--- src/rtl/rr_bus_mux.sv ---
// rr_bus_mux: registered N_SRC-to-1 bus multiplexer with direct and round-robin selection.
//
// Selects one of N_SRC source words onto a shared WIDTH-bit bus and registers the result,
// together with a one-hot grant and the granted index.
//
// Modes:
//   mode = 0 : direct select. The control unit drives sel; an out-of-range sel idles the bus.
//   mode = 1 : round-robin arbitration between asserted req bits, starting one past the last
//              winner. With lock = 1 the current owner keeps the bus while its req stays high.
//
// Ports:
//   clk        rising-edge clock
//   rst        synchronous active-high reset, priority over everything
//   data_in    flattened source words, source i at [i*WIDTH +: WIDTH]
//   req        per-source request (arbitrated mode only)
//   mode       0 = direct, 1 = round-robin
//   sel        source index (direct mode only)
//   lock       arbitrated mode: hold current owner while its req stays high
//   bus_out    registered bus word
//   bus_valid  bus_out holds a word granted on the previous edge
//   grant      registered one-hot grant (or zero)
//   grant_idx  registered index of the granted source
module rr_bus_mux #(
  parameter int unsigned WIDTH = 8,
  parameter int unsigned N_SRC = 8,
  parameter int unsigned SEL_W = 3
) (
  input  logic                   clk,
  input  logic                   rst,
  input  logic [N_SRC*WIDTH-1:0] data_in,
  input  logic [N_SRC-1:0]       req,
  input  logic                   mode,
  input  logic [SEL_W-1:0]       sel,
  input  logic                   lock,
  output logic [WIDTH-1:0]       bus_out,
  output logic                   bus_valid,
  output logic [N_SRC-1:0]       grant,
  output logic [SEL_W-1:0]       grant_idx
);

  // Word of source idx; zero for an index with no source behind it.
  function automatic logic [WIDTH-1:0] pick_word(input logic [N_SRC*WIDTH-1:0] d,
                                                 input logic [SEL_W-1:0]       idx);
    logic [WIDTH-1:0] w;
    w = '0;
    for (int i = 0; i < int'(N_SRC); i++) begin
      if (idx == SEL_W'(i)) w = d[i*WIDTH +: WIDTH];
    end
    return w;
  endfunction

  // One-hot of idx; zero for an index beyond the last source.
  function automatic logic [N_SRC-1:0] onehot(input logic [SEL_W-1:0] idx);
    logic [N_SRC-1:0] oh;
    oh = '0;
    for (int i = 0; i < int'(N_SRC); i++) begin
      if (idx == SEL_W'(i)) oh[i] = 1'b1;
    end
    return oh;
  endfunction

  // State
  logic [WIDTH-1:0] bus_out_q, bus_out_d;
  logic             bus_valid_q, bus_valid_d;
  logic [N_SRC-1:0] grant_q, grant_d;
  logic [SEL_W-1:0] grant_idx_q, grant_idx_d;
  logic [SEL_W-1:0] last_q, last_d;
  logic             owner_valid_q, owner_valid_d;

  // Arbitration intermediates
  logic             direct_ok;
  logic             owner_req;
  logic             hold;
  logic             rr_found;
  logic [SEL_W-1:0] rr_idx;
  logic             win_found;
  logic [SEL_W-1:0] win_idx;

  // Widened compare so a fully populated select space does not overflow the constant.
  assign direct_ok = ({1'b0, sel} < (SEL_W+1)'(N_SRC));

  // Request bit of the current owner.
  always_comb begin
    owner_req = 1'b0;
    for (int i = 0; i < int'(N_SRC); i++) begin
      if (grant_idx_q == SEL_W'(i)) owner_req = req[i];
    end
  end

  // Round-robin scan: last+1, last+2, ... wrapping at N_SRC; last itself is visited last.
  always_comb begin
    logic [SEL_W-1:0] cand;
    rr_found = 1'b0;
    rr_idx   = '0;
    cand     = '0;
    for (int k = 1; k <= int'(N_SRC); k++) begin
      cand = SEL_W'((int'(last_q) + k) % int'(N_SRC));
      if (!rr_found && req[cand]) begin
        rr_found = 1'b1;
        rr_idx   = cand;
      end
    end
  end

  // Lock keeps the owner only while it still requests; a dropped req falls through to the scan
  // on the same edge.
  assign hold      = lock && owner_valid_q && owner_req;
  assign win_found = hold || rr_found;
  assign win_idx   = hold ? grant_idx_q : rr_idx;

  always_comb begin
    bus_out_d     = bus_out_q;
    bus_valid_d   = 1'b0;
    grant_d       = '0;
    grant_idx_d   = grant_idx_q;
    last_d        = last_q;
    owner_valid_d = 1'b0;
    if (!mode) begin
      if (direct_ok) begin
        bus_out_d   = pick_word(data_in, sel);
        bus_valid_d = 1'b1;
        grant_d     = onehot(sel);
        grant_idx_d = sel;
        last_d      = sel;
      end else begin
        bus_out_d   = '0;
        grant_idx_d = '0;
      end
    end else if (win_found) begin
      bus_out_d     = pick_word(data_in, win_idx);
      bus_valid_d   = 1'b1;
      grant_d       = onehot(win_idx);
      grant_idx_d   = win_idx;
      last_d        = win_idx;
      owner_valid_d = 1'b1;
    end
    // Arbitrated idle: bus_out and grant_idx keep their last values.
  end

  always_ff @(posedge clk) begin
    if (rst) begin
      bus_out_q     <= '0;
      bus_valid_q   <= 1'b0;
      grant_q       <= '0;
      grant_idx_q   <= '0;
      last_q        <= SEL_W'(N_SRC - 1);
      owner_valid_q <= 1'b0;
    end else begin
      bus_out_q     <= bus_out_d;
      bus_valid_q   <= bus_valid_d;
      grant_q       <= grant_d;
      grant_idx_q   <= grant_idx_d;
      last_q        <= last_d;
      owner_valid_q <= owner_valid_d;
    end
  end

  assign bus_out   = bus_out_q;
  assign bus_valid = bus_valid_q;
  assign grant     = grant_q;
  assign grant_idx = grant_idx_q;

endmodule

--- config.mk ---
export PLATFORM = sky130hd
export DESIGN_NAME = rr_bus_mux
export DESIGN_NICKNAME = d
export VERILOG_FILES = /design/src/rtl/rr_bus_mux.sv
export SDC_FILE = /design/constraint.sdc
export NUM_CORES = 1
export LEC_CHECK = 0
export CAP_MARGIN = 5
export CORE_MARGIN = 5
export CORE_UTILIZATION = 48
export DETAILED_ROUTE_END_ITERATION = 6
export GPL_ROUTABILITY_DRIVEN = 0
export PLACE_DENSITY = 0.82
export SYNTH_ARGS = -nofsm -noshare
export SYNTH_HDL_FRONTEND = slang
export SYNTH_SLANG_ARGS = --single-unit
--- constraint.sdc ---
create_clock -name clk -period 5.1 [get_ports clk]
set_input_delay 0.51 -clock clk [delete_from_list [all_inputs] [get_ports clk]]
set_output_delay 0.51 -clock clk [all_outputs]
set_load 0.03 [all_outputs]
### Word-level counts from Yosys, hierarchy flattened

Cells that the tools add are included.

| operators by class | value |
|---|---|
| add/sub/neg operators | 8 |
| magnitude comparators | 8 |
| equal/unequal tests | 22 |
| muxes and demuxes | 81 |
| bitwise logic cells | 1 |
| reduce and logical (&&, ||, !) cells | 21 |

Operators by type and width:

| operator | number |
|---|---|
| 2-to-1 mux 8 bit | 20 |
| 2-to-1 mux 1 bit | 42 |
| equality test 3 bit (second input constant) | 12 |
| 2-to-1 mux 3 bit | 11 |
| < comparator 3 x 4 -> 1 bit (second input constant) | 8 |
| binary-select mux 1 bit (select 3 bit) | 8 |
| equality test 3 x 2 -> 1 bit (second input constant) | 6 |
| adder 3 bit (second input constant) | 4 |
| equality test 3 x 1 -> 1 bit (second input constant) | 3 |
| logical AND 1 bit | 9 |
| logical NOT 3 bit | 3 |
| logical NOT 1 bit | 7 |
| adder 3 x 1 -> 3 bit (second input constant) | 2 |
| adder 3 x 2 -> 3 bit (second input constant) | 2 |
| != test 2 x 1 -> 1 bit (second input constant) | 1 |
| OR reduction 2 bit | 1 |
| logical OR 1 bit | 1 |
| NOT 1 bit | 1 |

| storage, ports and cells | value |
|---|---|
| bits in registers | 24 |
| word-level logic and storage cells | 147 |

### Longest topological paths before layout

Gate-level depths: netlist of run 1.

| depth | value |
|---|---|
| depth after elaboration | 37 |
| depth in mapped cells | 18 |
| gate-level depth less buffers | 13 |

### Worst setup path after synthesis of run 1

Ideal clock, no wire load.

| timing path | value |
|---|---|
| kind | register -> register |
| from | register last_q[1] |
| to | register bus_out_q[7] (netlist: bus_out[7]) |
| data arrival time | 3.605 ns |
| required time | 4.981 ns |
| path slack | 1.377 ns |
| stages on the path, launching flop included | 16 |
| period minus slack after synthesis | 3.723 ns |
| cell sequence | dfxtp_1 > buf_6 > buf_4 > inv_1 > ha_1 > buf_2 > mux2i_1 > mux2i_1 > o221ai_1 > nand4_4 > o41ai_4 > nand3b_4 > nand2_2 > mux2_4 > o221a_1 > o221a_1 |

| on the way | value |
|---|---|
| longest elaborated chain between the ends | 37 |

RTL lines:

| what | RTL line | text |
|---|---|---|
| start: declaration | 67 | `logic [SEL_W-1:0] last_q, last_d;` |
| start signal: assignment | 146 | `last_q <= SEL_W'(N_SRC - 1);` |
| start signal: assignment | 153 | `last_q <= last_d;` |
| adder 3 x 1 -> 3 bit | 97 | `cand = SEL_W'((int'(last_q) + k) % int'(N_SRC));` |
| binary-select mux 1 bit (select 3 bit) | 98 | `if (!rr_found && req[cand]) begin` |
| 2-to-1 mux 1 bit (implied by the code) | 98 |  |
| 2-to-1 mux 1 bit | 98 |  |
| logical NOT 1 bit | 98 |  |
| logical AND 1 bit | 98 |  |
| 2-to-1 mux 1 bit | 98 |  |
| logical NOT 1 bit | 98 |  |
| (+14 left out) | n/a |  |
| logical NOT 1 bit | 98 |  |
| logical AND 1 bit | 98 |  |
| 2-to-1 mux 3 bit | 98 |  |
| 2-to-1 mux 3 bit | 109 | `assign win_idx = hold ? grant_idx_q : rr_idx;` |
| logical NOT 3 bit | 47 | `if (idx == SEL_W'(i)) w = d[i*WIDTH +: WIDTH];` |
| 2-to-1 mux 8 bit (8 in series) | 47 |  |
| 2-to-1 mux 8 bit | 129 | `end else if (win_found) begin` |
| 2-to-1 mux 8 bit | 118 | `if (!mode) begin` |
| end signal: assignment | 149 | `bus_out_q <= bus_out_d;` |
| end: declaration | 63 | `logic [WIDTH-1:0] bus_out_q, bus_out_d;` |

Several ways; a longest one is shown, not always the timed one. The select of a mux whose other input is x is not followed.
A chain may end at the register's enable or synchronous reset.

### Worst setup path in the final report of run 1

| timing path | value |
|---|---|
| from | register last_q[0] |
| to | register bus_out_q[5] (netlist: bus_out[5]) |

Same word-level chain as after synthesis.

==> summary.txt, run 1 <==
Logic synthesis
  • Count leader, synth: nand2_1
  • Post-synth ARST share: 0%
  • Number of enable flip-flop cells after synthesis: 0
  • Synth unique cells: 71
  • Mapped Nets: 473
  • Synth warn: 0
  • Number of synthesized register bits: 24
  • Main synth FF type: dfxtp_1
  • Post-Syn Instances: 392
  • Post-synth top cells: nand2_1, mux2i_1, a21oi_1, nor2_1, dfxtp_1
  • Area contributors post-synth: dfxtp_1, mux2i_1, mux4_2, nand2_1, a21oi_1
  • Sequential area share after synthesis: 15.00%
  • Synth Cell Area: 3203 µm²
  • Top-area cell type share of the netlist area: 15.00%
  • Synth Area per Inst: 8.171 µm²
  • Synth area leader: dfxtp_1

Drt
  • Remaining DRCs: 3
  • Initial drt markers: 403
  • Routed vias: 3781
  • Total Wirelength: 11.79 mm
  • DRT Pass-1 Iters: 7
  • DRT antenna net count: 0
  • Routed wire per std cell: 21.24 µm
  • Vias per inst: 6.813

STA
  • Worst setup margin: 0.7920 ns
  • Slew @ Worst Pin: 0.7715 ns
  • RSZ-0062 raised after global routing: no
  • Final slew viol count: 0
  • Final hold violation count: 0
  • Setup TNS: 0 ns
  • Final Critical Period: 4.308 ns
  • Rel. slew slack: 48.32%
  • Final Skew: 0.007358 ns
  • Final period util: 84.47%
  • Setup violators final: 0
  • Fmax achieved: 232.1 MHz

Clock tree
  • # Post-CTS Setup Buffers: 0
  • TritonCTS clock tree: done
  • TritonCTS Buffers: 3
  • Clk sink count: 24
  • Resize count post-CTS: 0
  • Clk root buf: clkbuf_8
  • Maximum clock insertion buffer count: 2
  • Count of hold buffers inserted by post-cts repair: 0
  • H-tree Lvls: 1
  • Insertion delay to the later sink of the worst-skew pair: 0.29 ns
  • Clock slew at reported path FFs: 0.10 ns

Power
  • Combinational share of power: 80.3%
  • Maximum VDD drop: 0.0002893 V
  • Sequential share of power: 12.0%
  • Cell-internal power: 1.124 mW
  • Sw frac: 52.30%
  • Clock share of power: 7.6%
  • Sw power: 1.233 mW
  • LEAKAGE: 1.656 nW
  • Power Density: 551.7 nW/µm²

Min path
  • Hold Path Class: reg -> reg

Placement
  • Setup WS pre-CTS: 0.8469 ns
  • Post-DP Area: 4202 µm²
  • Port Buf Inserts: 98
  • HPWL Detailed: 8.834 mm

Worst setup path
  • Crit path max fanout: 34
  • Terminus of the critical flop-to-flop path: bus_out[5]
  • CP endpoint: bus_out[5]
  • CP required: 5.25 ns
  • Crit path DAT: 4.46 ns
  • Setup crit start kind: flip-flop
  • CP Class: reg -> reg
  • Reg2reg path depth: 13
  • Reg2reg start: last_q[0]
  • Worst Setup SP: last_q[0]
  • Crit path capture type: flip-flop
  • Flop2flop setup slack: 0.79 ns

Outcome
  • Failing checks: design-rule violations
  • Status: complete, but fails checks

GRT
  • Initial antenna violation count: 0
  • Largest net degree at the start of global routing: 35
  • GRT Residual Overflow: 0
  • GRT Overall Usage: 27.40%
  • First-pass GRT wire length: 19.09 mm
  • Vias in the first global route: 3885

Finish
  • Fillers: 533
  • Nets: 560
  • Final instance area: 4273 µm²
  • Share of cells above drive strength 1: 11.09%
  • N_diodes: 0
  • Area delta synth->final: 33.40%

Floorplan
  • Die Width: 91.69 µm
  • Initial Util: 49.87%
  • Ports: 99
  • DIE AREA: 8407 µm²
  • # rows: 29
  • Die height: 91.69 µm
  • Core area: 6422 µm²

Run
  • Max Cap Viol: 0
-- worst min path at each step --
| stage | from | end | slack, ns | cells past startpoint |
|---|---|---|---|---|
| 3_5_place_dp | bus_out[1] | bus_out[1] | 0.57 | 3 |
| 3_3_place_gp | bus_out[4] | bus_out[4] | 0.57 | 2 |
| 5_1_grt | bus_out[1] | bus_out[1] | 0.61 | 3 |
| 2_1_floorplan | rst | bus_out[0] | 0.64 | 1 |
| 6_report | bus_out[1] | bus_out[1] | 0.59 | 3 |
| 4_1_cts | bus_out[1] | bus_out[1] | 0.58 | 3 |
-- power groups by stage --
stage	combinational (mW)	clock, mW	sequential [mW]
floorplan	1.36	0	0.369
global placement	1.80	0	0.286
detailed placement	1.85	0	0.286
CTS	1.86	0.179	0.282
global route	2.01	0.182	0.290
finish	1.89	0.180	0.284
-- flip-flops by register name, summed over array words and instances (netlist names) --
name	count
bus_out	8
grant	8
grant_idx	3
last_q	3
bus_valid	1
owner_valid_q	1
-- per-layer routing --
metal	GRT usage, %	share of wire [%]
met1	33.62	37
met2	47.23	48
met3	4.173	12
met4	12.62	3.3
met5	0	0
-- metrics by stage --
stage          std cells  power [mW]  hold slack [ns]  util [%]
3_5_place_dp         551       2.135           0.5711     65.42
2_1_floorplan        392       1.734           0.6441         -
4_1_cts              555       2.317           0.5844     66.53
3_3_place_gp         551       2.090           0.5721     65.42
6_report             555       2.357           0.5931     66.53
5_1_grt              555       2.485           0.6111     66.53
-- cell families after synthesis --
kind of cell    share of synthesized area (%)
compound gates                          29.92
xor+xnor                                1.797
fa+ha+maj                              0.7811
buf+inv                                 6.953
flops                                   15.00
mux                                     26.33
simple gates                            19.22
-- layout by cell type (no fill, tap or decap), types with 4 or more instances in the layout --
cell type,instances
clkdlybuf4s50_1,98
nand3_1,8
and2_1,8
nand2b_1,5
o21ai_0,22
a221oi_1,8
nor3_1,8
nor2b_1,5
o211ai_1,6
a21oi_1,32
mux2i_1,42
a211oi_1,4
nand2_1,44
dfxtp_1,24
o22ai_1,8
nor2_1,32
mux4_2,11
a31oi_1,7
mux2_2,7
inv_1,12
buf_4,10
o31ai_1,4
-- worst max-delay path, cell delays in order (launching register included) --
cell	delay (ns)
dfxtp_1	0.35
inv_2	0.11
ha_1	0.61
mux2i_1	0.46
mux2i_1	0.18
o221ai_1	0.51
nand4_1	0.20
a2111oi_1	0.39
a221o_1	0.23
buf_12	0.23
mux2_2	0.37
a221oi_1	0.29
a211o_1	0.17
a221oi_2	0.06
-- area by class of cell --
type,instances,area (µm²),area share [%]
inverters,13,48.80,1.142
repair buffers,109,1076,25.18
clock buffers,3,41.29,0.9663
multi-input cells,328,2500,58.51
flip-flops and latches,24,480.5,11.24
well taps,77,96.34,2.255
clock inverters,1,30.03,0.7028
Note: power is estimated with default switching activity, not from simulation.
==> run 2: changes to the inputs <==
==> constraint.sdc (replaced) <==
create_clock -name clk -period 4 [get_ports clk]
set_input_delay 0.4 -clock clk [delete_from_list [all_inputs] [get_ports clk]]
set_output_delay 0.4 -clock clk [all_outputs]
set_load 0.03 [all_outputs]
==> run 2 against run 1 <==
- the flow now finishes without violations
- first-iteration DRC count is 14% lower
- register-to-register slack worse by 0.60 ns
- routed wire length up 0.61%
- clock skew down 0.0035 ns
- cell count is 1.4% higher
==> summary.txt, run 2 (synthesized netlist as in run 1, its figures left out) <==
Outcome
  • Status: completed

Clock tree
  • Clk root buf: clkbuf_8
  • Insertion delay to the later sink of the worst-skew pair: 0.27 ns
  • TritonCTS clock tree: done
  • Count of hold buffers inserted by post-cts repair: 0
  • TritonCTS Buffers: 3
  • Clk sink count: 24
  • # Post-CTS Setup Buffers: 0
  • H-tree Lvls: 1
  • Maximum clock insertion buffer count: 2
  • Resize count post-CTS: 0
  • Clock slew at reported path FFs: 0.09 ns

Finish
  • Nets: 568
  • Most frequent cells in the layout: clkdlybuf4s50_1, nand2_1, mux2i_1
  • Storage cell area: 480.5 µm²
  • Final core occ: 67.50%
  • Commonest non-fill, non-tap cell in the layout: clkdlybuf4s50_1
  • Share of cells above drive strength 1: 12.76%
  • Multi-input gate area: 2502 µm²
  • Area delta synth->final: 35.35%
  • N_diodes: 0
  • Fillers: 529

STA
  • Final slew viol count: 0
  • Fmax achieved: 262.4 MHz
  • Setup violators final: 0
  • Slew @ Worst Pin: 0.7952 ns
  • Final period util: 95.27%
  • Rel. slew slack: 46.74%
  • Final hold violation count: 0
  • Final Skew: 0.003839 ns
  • Final Critical Period: 3.811 ns
  • Setup TNS: 0 ns

GRT
  • Largest net degree at the start of global routing: 28
  • Met1 usage: 33.11%
  • GR peak layer: met2
  • First-pass GRT wire length: 18.55 mm
  • Initial antenna violation count: 0
  • GRT Residual Overflow: 0
  • Met3 Track Usage GR: 4.583%
  • Met2 GRT Util: 45.53%
  • GRT Overall Usage: 26.85%
  • Vias in the first global route: 3783

Worst setup path
  • CP peak stage delay: 0.50 ns
  • Total stage count of the critical path: 14
  • Crit path capture type: flip-flop
  • Cell mode on critical path: mux2i_1
  • Worst Setup SP: last_q[1]
  • Buf/Inv on CP: 3
  • Worst path cell trace: inv_1 > ha_2 > mux2i_1 > mux2i_1 > o221ai_1 > buf_4 > nand4_4 > o21ai_0 > a221o_1 > buf_12 > mux2_2 > a221oi_1 > a211o_1 > a221oi_2
  • Reg2reg path depth: 14
  • Crit path max fanout: 27
  • Setup crit start kind: flip-flop
  • Crit path DAT: 3.94 ns
  • Critical path's slowest cell: ha_2
  • Terminus of the critical flop-to-flop path: bus_out[5]
  • Reg2reg start: last_q[1]
  • Crit path max-delay family: compound AO/OA/AOI/OAI gates
  • CP required: 4.13 ns
  • Flop2flop setup slack: 0.19 ns
  • CP Class: reg -> reg

Floorplan
  • Initial Util: 49.87%
  • Ports: 99
  • # rows: 29
  • Die Width: 91.69 µm
  • Core area: 6422 µm²
  • Die height: 91.69 µm
  • DIE AREA: 8407 µm²

Drt
  • DRT antenna net count: 0
  • DRT Pass-1 Iters: 5
  • Vias per inst: 6.801
  • Routed wire per std cell: 21.06 µm
  • Total Wirelength: 11.86 mm
  • Routed vias: 3829
  • Remaining DRCs: 0
  • Initial drt markers: 347

Power
  • LEAKAGE: 1.693 nW
  • Cell-internal power: 1.507 mW
  • Sequential share of power: 12.0%
  • Clock share of power: 7.1%
  • Combinational share of power: 80.9%
  • Maximum VDD drop: 0.0003995 V
  • Total Power: 3.103 mW
  • Sw frac: 51.43%
  • Power Density: 715.8 nW/µm²
  • Sw power: 1.596 mW

Min path
  • Hold Path Class: reg -> reg
  • Hold endpoint: bus_out[4]
  • Cells on Worst Hold Path: 2
  • HP Start: bus_out[4]

Placement
  • HPWL Detailed: 9.093 mm
  • Port Buf Inserts: 98

Run
  • Max Cap Viol: 0
-- run 2: changes by cell type in the layout (fill, tap and decap cells not counted), sizes merged --
cell and delta:
buf +8
-- run 2: cell type report --
cell class                      count  area share [%]
Clock buffer                        3          0.9524
Inverter                           13           1.126
Sequential cell                    24           11.08
Clock inverter                      1          0.6926
Tap cell                           77           2.222
Timing Repair Buffer              117           26.20
Multi-Input combinational cell    328           57.72
-- run 2: how the worst max path moves through the flow --
stage            endpoint  slack (ns)
2_1_floorplan  bus_out[7]        0.28
3_3_place_gp   bus_out[5]        0.21
3_5_place_dp   bus_out[5]        0.15
4_1_cts        bus_out[2]        0.18
5_1_grt        bus_out[5]     -0.0009
6_report       bus_out[5]        0.19
-- run 2: worst min-delay path, delay by kind of cell, from the launching register on --
kind            cells  cell delay, ns
flops               1            0.35
compound gates      2            0.21
-- run 2: through the flow --
step / hold slack, ns / instance area [µm²] / setup slack [ns] / std cells
detailed placement: 0.5751 / 4262 / 0.1455 / 559
global placement: 0.5813 / 4262 / 0.2073 / 559
CTS: 0.5948 / 4333 / 0.1801 / 563
floorplan: 0.5341 / 3203 / 0.2765 / 392
finish: 0.6092 / 4335 / 0.1893 / 563
global route: 0.6262 / 4335 / -0.0009370 / 563
-- run 2: power groups by stage --
stage	logic (mW)	registers, mW	clock network [mW]
detailed placement	2.44	0.373	0
finish	2.51	0.372	0.220
global placement	2.38	0.373	0
global route	2.64	0.378	0.229
floorplan	1.74	0.471	0
CTS	2.45	0.368	0.217
-- run 2: routing by layer --
metal | share of wire (%) | wire length [µm]
met1 | 36 | 4318
met2 | 48 | 5697
met3 | 11 | 1337
met4 | 4.3 | 506
met5 | 0 | 0
